`config.mk`:
```
export PLATFORM = sky130hd
export DESIGN_NAME = imem_loader
export DESIGN_NICKNAME = d
export VERILOG_FILES = /design/src/rtl/imem_loader.sv
export SDC_FILE = /design/constraint.sdc
export NUM_CORES = 1
export LEC_CHECK = 0
export ABC_AREA = 0
export CAP_MARGIN = 20
export CORE_MARGIN = 2
export CORE_UTILIZATION = 51
export CTS_CLUSTER_SIZE = 30
export DETAILED_ROUTE_END_ITERATION = 10
export GPL_TIMING_DRIVEN = 1
export PLACE_DENSITY = 0.8
export SLEW_MARGIN = 25
export SYNTH_ARGS = -nofsm -noshare
export SYNTH_HDL_FRONTEND = slang
export SYNTH_SLANG_ARGS = --single-unit
export TNS_END_PERCENT = 1
```
`constraint.sdc`:
```
create_clock -name clk -period 2.5 [get_ports clk]
set_clock_uncertainty 0.2 [all_clocks]
set_input_delay 0.5 -clock clk [delete_from_list [all_inputs] [get_ports clk]]
set_output_delay 0.5 -clock clk [all_outputs]
set_load 0.1 [all_outputs]
```
`src/rtl/imem_loader.sv`:
```
// Instruction memory loader: assembles a little-endian byte stream into 32-bit words
// and writes them to consecutive word addresses starting at BASE_ADDR.
module imem_loader #(
    parameter int unsigned IMEM_SZ   = 256,
    parameter int unsigned BASE_ADDR = 0,
    localparam int unsigned WIDTH    = 32
) (
    input  logic             clk,
    input  logic             rst_n,
    input  logic             start_i,
    input  logic [10:0]      len_i,
    input  logic             abort_i,
    input  logic             byte_valid_i,
    input  logic [7:0]       byte_data_i,
    output logic             byte_ready_o,
    output logic             wr_en_o,
    output logic [WIDTH-1:0] wr_addr_o,
    output logic [WIDTH-1:0] wr_data_o,
    output logic             busy_o,
    output logic             done_o,
    output logic             err_o
);

    typedef enum logic [1:0] {StIdle, StRecv, StWrite, StFin} state_e;

    localparam logic [11:0]      MaxLen = 12'(IMEM_SZ);
    localparam logic [WIDTH-1:0] Base   = WIDTH'(BASE_ADDR);

    state_e           state_q, state_d;
    logic [10:0]      len_q, len_d;
    logic [10:0]      idx_q, idx_d;
    logic [1:0]       cnt_q, cnt_d;
    logic [23:0]      word_q, word_d;
    logic [WIDTH-1:0] addr_q, addr_d;
    logic [WIDTH-1:0] data_q, data_d;
    logic             err_q, err_d;

    always_ff @(posedge clk or negedge rst_n) begin
        if (!rst_n) begin
            state_q <= StIdle;
            len_q   <= '0;
            idx_q   <= '0;
            cnt_q   <= '0;
            word_q  <= '0;
            addr_q  <= '0;
            data_q  <= '0;
            err_q   <= 1'b0;
        end else begin
            state_q <= state_d;
            len_q   <= len_d;
            idx_q   <= idx_d;
            cnt_q   <= cnt_d;
            word_q  <= word_d;
            addr_q  <= addr_d;
            data_q  <= data_d;
            err_q   <= err_d;
        end
    end

    always_comb begin
        state_d = state_q;
        len_d   = len_q;
        idx_d   = idx_q;
        cnt_d   = cnt_q;
        word_d  = word_q;
        addr_d  = addr_q;
        data_d  = data_q;
        err_d   = err_q;
        unique case (state_q)
            StIdle: begin
                if (start_i) begin
                    if ((len_i != 11'd0) && ({1'b0, len_i} <= MaxLen)) begin
                        len_d   = len_i;
                        idx_d   = '0;
                        cnt_d   = '0;
                        err_d   = 1'b0;
                        state_d = StRecv;
                    end else begin
                        err_d = 1'b1;
                    end
                end
            end
            StRecv: begin
                // Abort beats a same-cycle fourth byte; the output registers stay untouched.
                if (abort_i) begin
                    state_d = StIdle;
                end else if (byte_valid_i) begin
                    cnt_d = cnt_q + 2'd1;
                    unique case (cnt_q)
                        2'd0: word_d[7:0]   = byte_data_i;
                        2'd1: word_d[15:8]  = byte_data_i;
                        2'd2: word_d[23:16] = byte_data_i;
                        default: begin
                            data_d  = {byte_data_i, word_q};
                            addr_d  = Base + {19'b0, idx_q, 2'b00};
                            state_d = StWrite;
                        end
                    endcase
                end
            end
            StWrite: begin
                idx_d = idx_q + 11'd1;
                if (abort_i) begin
                    state_d = StIdle;
                end else if (idx_d == len_q) begin
                    state_d = StFin;
                end else begin
                    state_d = StRecv;
                end
            end
            StFin: begin
                state_d = StIdle;
            end
            default: begin
                state_d = StIdle;
            end
        endcase
    end

    assign byte_ready_o = (state_q == StRecv);
    assign wr_en_o      = (state_q == StWrite);
    assign done_o       = (state_q == StFin);
    assign busy_o       = (state_q != StIdle);
    assign err_o        = err_q;
    assign wr_addr_o    = addr_q;
    assign wr_data_o    = data_q;

endmodule

```
==> results of run 1 <==
-- state kept, by name (all words and copies together) (netlist names) --
name / count
cnt_q: 2
idx_q: 11
err_o: 1
len_q: 11
word_q: 24
state_q: 2
wr_addr_o: 11
wr_data_o: 32
-- placed cells by master, fill, tap and decap left out, types with 11 or more instances in the layout --
| master | count |
|---|---|
| dfrtp_1 | 94 |
| mux2_2 | 67 |
| buf_4 | 61 |
| conb_1 | 21 |
| clkdlybuf4s50_1 | 18 |
| nand2_1 | 13 |
| nor2_1 | 12 |
| o21ai_1 | 11 |
-- path summary, 6_finish.rpt --
check / start / to / slack (ns) / cells after the start
min in group asynchronous: rst_n / cnt_q[0] / 0.44 / 2
worst min-delay path: len_i[0] / len_q[0] / 0.22 / 2
max in group asynchronous: rst_n / wr_addr_o[7] / 1.00 / 3
worst max register to register: idx_q[0] / state_q[1] / 0.23 / 6
worst max-delay path: len_i[3] / len_q[1] / 0.04 / 7
worst min register to register: word_q[17] / wr_data_o[17] / 0.31 / 1
-- critical path, stage by stage --
cell and delay [ns]:
clkdlybuf4s50_1 0.42, or4_4 0.49, or3_4 0.38, and3_4 0.19
nand3_4 0.09, buf_12 0.14, mux2_4 0.29
-- metal layers --
layer  vias to the layer above  wire length (um)
met5                         -                 0
met3                        13               455
met1                      1367              3594
li1                       1330                 -
met2                        94              4229
met4                         0                96
-- report_power, final --
group / switching, mW / internal [mW] / total, mW
registers: 0.214 / 1.82 / 2.04
logic: 1.40 / 0.560 / 1.96
clock network: 0.574 / 0.385 / 0.959
total: 2.19 / 2.77 / 4.96
-- cell type report --
type                    count  area [um^2]
clock buffers               9        123.9
well taps                 105        131.4
fillers                   626         2844
multi-input cells         217         1774
flip-flops and latches     94         2352
repair buffers             92        842.1
clock inverters             7        70.07
inverters                  10        37.54
-- cell families after synthesis --
| kind of cell | count (synthesis) |
|---|---|
| AOI/OAI and AO/OA | 45 |
| buffers and inverters | 44 |
| other | 1 |
| xor gates and xnor gates | 12 |
| muxes | 77 |
| and+or+nand+nor | 57 |
| DFF | 94 |
| adders and majority gates | 5 |
-- timing repair --
item,4_1_cts,5_1_grt
pin swaps,1,2
hold endpoints to repair,36,0
resized for setup,5,4
hold buffers,1,0
endpoints found under the setup margin,9,4
==> reports/metrics.csv, run 1 <==
stage,metric,value,unit
sta,fmax,405.8,MHz
global_routing,Top Usage Layer GRT,met2,
route,DR DRC count,0,
sta,Min Hold Slack,0.2227,ns
floorplan,Die X,95.59,um
synth,"Top FF cell, synth",dfrtp_1,
synth,Ys Warns,0,
route,WL/cell,15.69,um
synth,Post-Synth Adder-Cell Area,0.01462,
global_routing,All-Layer GR Usage,0.1968,
global_routing,largest net degree at the start of global routing,59,
route,Routed Wire Length,8376,um
layout,Area Growth Syn to Fin,24.63,%
pwr,Overall Power,4.957,mW
critical_path,CP Class,in2reg,
route,Via density,5.251,
global_routing,first-pass GRT wire length,13780,um
sta,Final Max Tran Viols,0,
place,Area after DPL,5102,um^2
sta,RSZ-0062 raised after global routing,no,
global_routing,met3 usage,0.03636,
sta,final hold violations,0,
sta,Sum Neg Setup Slack,0,ns
global_routing,number of global-route vias before repair,2851,
sta,final worst slack,0.03596,ns
pwr,pwr dens,929.7,nW/um^2
route,"antenna viol nets, final",0,
sta,Finish-stage setup viols,0,
route,drt first-iter violations,91,
sta,Final period util,0.9856,
route,vias post-DR,2804,
sta,worst slew pin tran,0.5086,ns
critical_path,"critical path fanouts, max",8,
synth,multiplexer share of the synthesized area,0.2094,
clocking,later-pin clock latency in the skew report,0.36,ns
place,IO Port Bufs,71,
flow_run,MaxCap Viol Count,0,
critical_path,Critical Path RT,2.54,ns
min_path,worst min-delay path category,in2reg,
layout,Final Util,0.6521,
place,DP Worst Slack,-0.4536,ns
synth,"FFs w/ async S/R, synth",1.000,
synth,most area-hungry cell type in the Yosys netlist,dfrtp_1,
synth,main combinational cell family by area after synthesis,multiplexers,
clocking,post-CTS setup buffer count,0,
synth,Yosys reg bits,94,
floorplan,I/O pin cnt,93,
place,gpl congestion,0.8263,
synth,Yosys top cell area share,0.5499,
floorplan,Starting Density,0.5233,
place,placed instance count,517,
global_routing,GR Layer Usage met2,0.3357,
clocking,maximum clock insertion buffer count,2,
clocking,Clock transition at path regs,0.10,ns
clocking,CTS buffer count,9,
pwr,worst vdd ir,620.2,uV
floorplan,die area,9136,um^2
synth,number of flops mapped to enable cells by yosys,0,
clocking,CTS H-tree depth,3,
synth,Mapped Cells,335,
outcome,outcome,completed,
synth,synth unique cells,49,
synth,synth cell count leaders,"dfrtp_1 (94), mux2_2 (68), buf_4 (21)",
layout,fin area,5331,um^2
layout,fin nets,453,
floorplan,Die H,95.59,um
clocking,CTS sink cnt,94,
synth,sequential share of the synthesized area,0.5499,
synth,Synth Area in Compound Gates,0.06698,
clocking,CTS tree,done,
critical_path,CP endpoint kind,register,
floorplan,Core Footprint,8175,um^2
global_routing,gr ovfl total,0,
critical_path,Setup crit start kind,input port,
sta,minimum clock period,2.464,ns
synth,"Cell Area, Synth",4278,um^2
place,dpl hpwl,5964,um
synth,syn avg cell area,12.77,um^2
synth,top-count cell post-synth,dfrtp_1,
layout,Layout Cells excl Fill,534,
synth,post-synthesis xor/xnor area fraction,0.02457,
layout,layout cells sized above 1,0.4009,
clocking,CTS root buffer,clkbuf_8,
route,drt pass-1 iters,4,
synth,Area contributors post-synth,"dfrtp_1 (55%), mux2_2 (18%), buf_4 (3.7%), mux2_4 (2.8%), xnor2_1 (1.6%)",
layout,Ant. Diodes,0,
global_routing,initial antenna violation count,0,
synth,simple-gate portion of the synthesized area,0.07312,
sta,slew margin rel.,0.6597,
pwr,static leakage,2.649,nW
floorplan,Site Rows,33,
global_routing,GRT met1 Usage,0.2516,
critical_path,Worst EP arrival,2.50,ns
No activity file was read; power rests on OpenSTA's default activity.
==> run 2: changes to the inputs <==
--- a/config.mk
+++ b/config.mk
@@ -11,7 +11,6 @@
 export CORE_UTILIZATION = 51
 export CTS_CLUSTER_SIZE = 30
 export DETAILED_ROUTE_END_ITERATION = 10
-export GPL_TIMING_DRIVEN = 1
 export PLACE_DENSITY = 0.8
 export SLEW_MARGIN = 25
 export SYNTH_ARGS = -nofsm -noshare
==> results of run 2 <==
The final DEF is identical to that of run 1; final timing and power are the same.
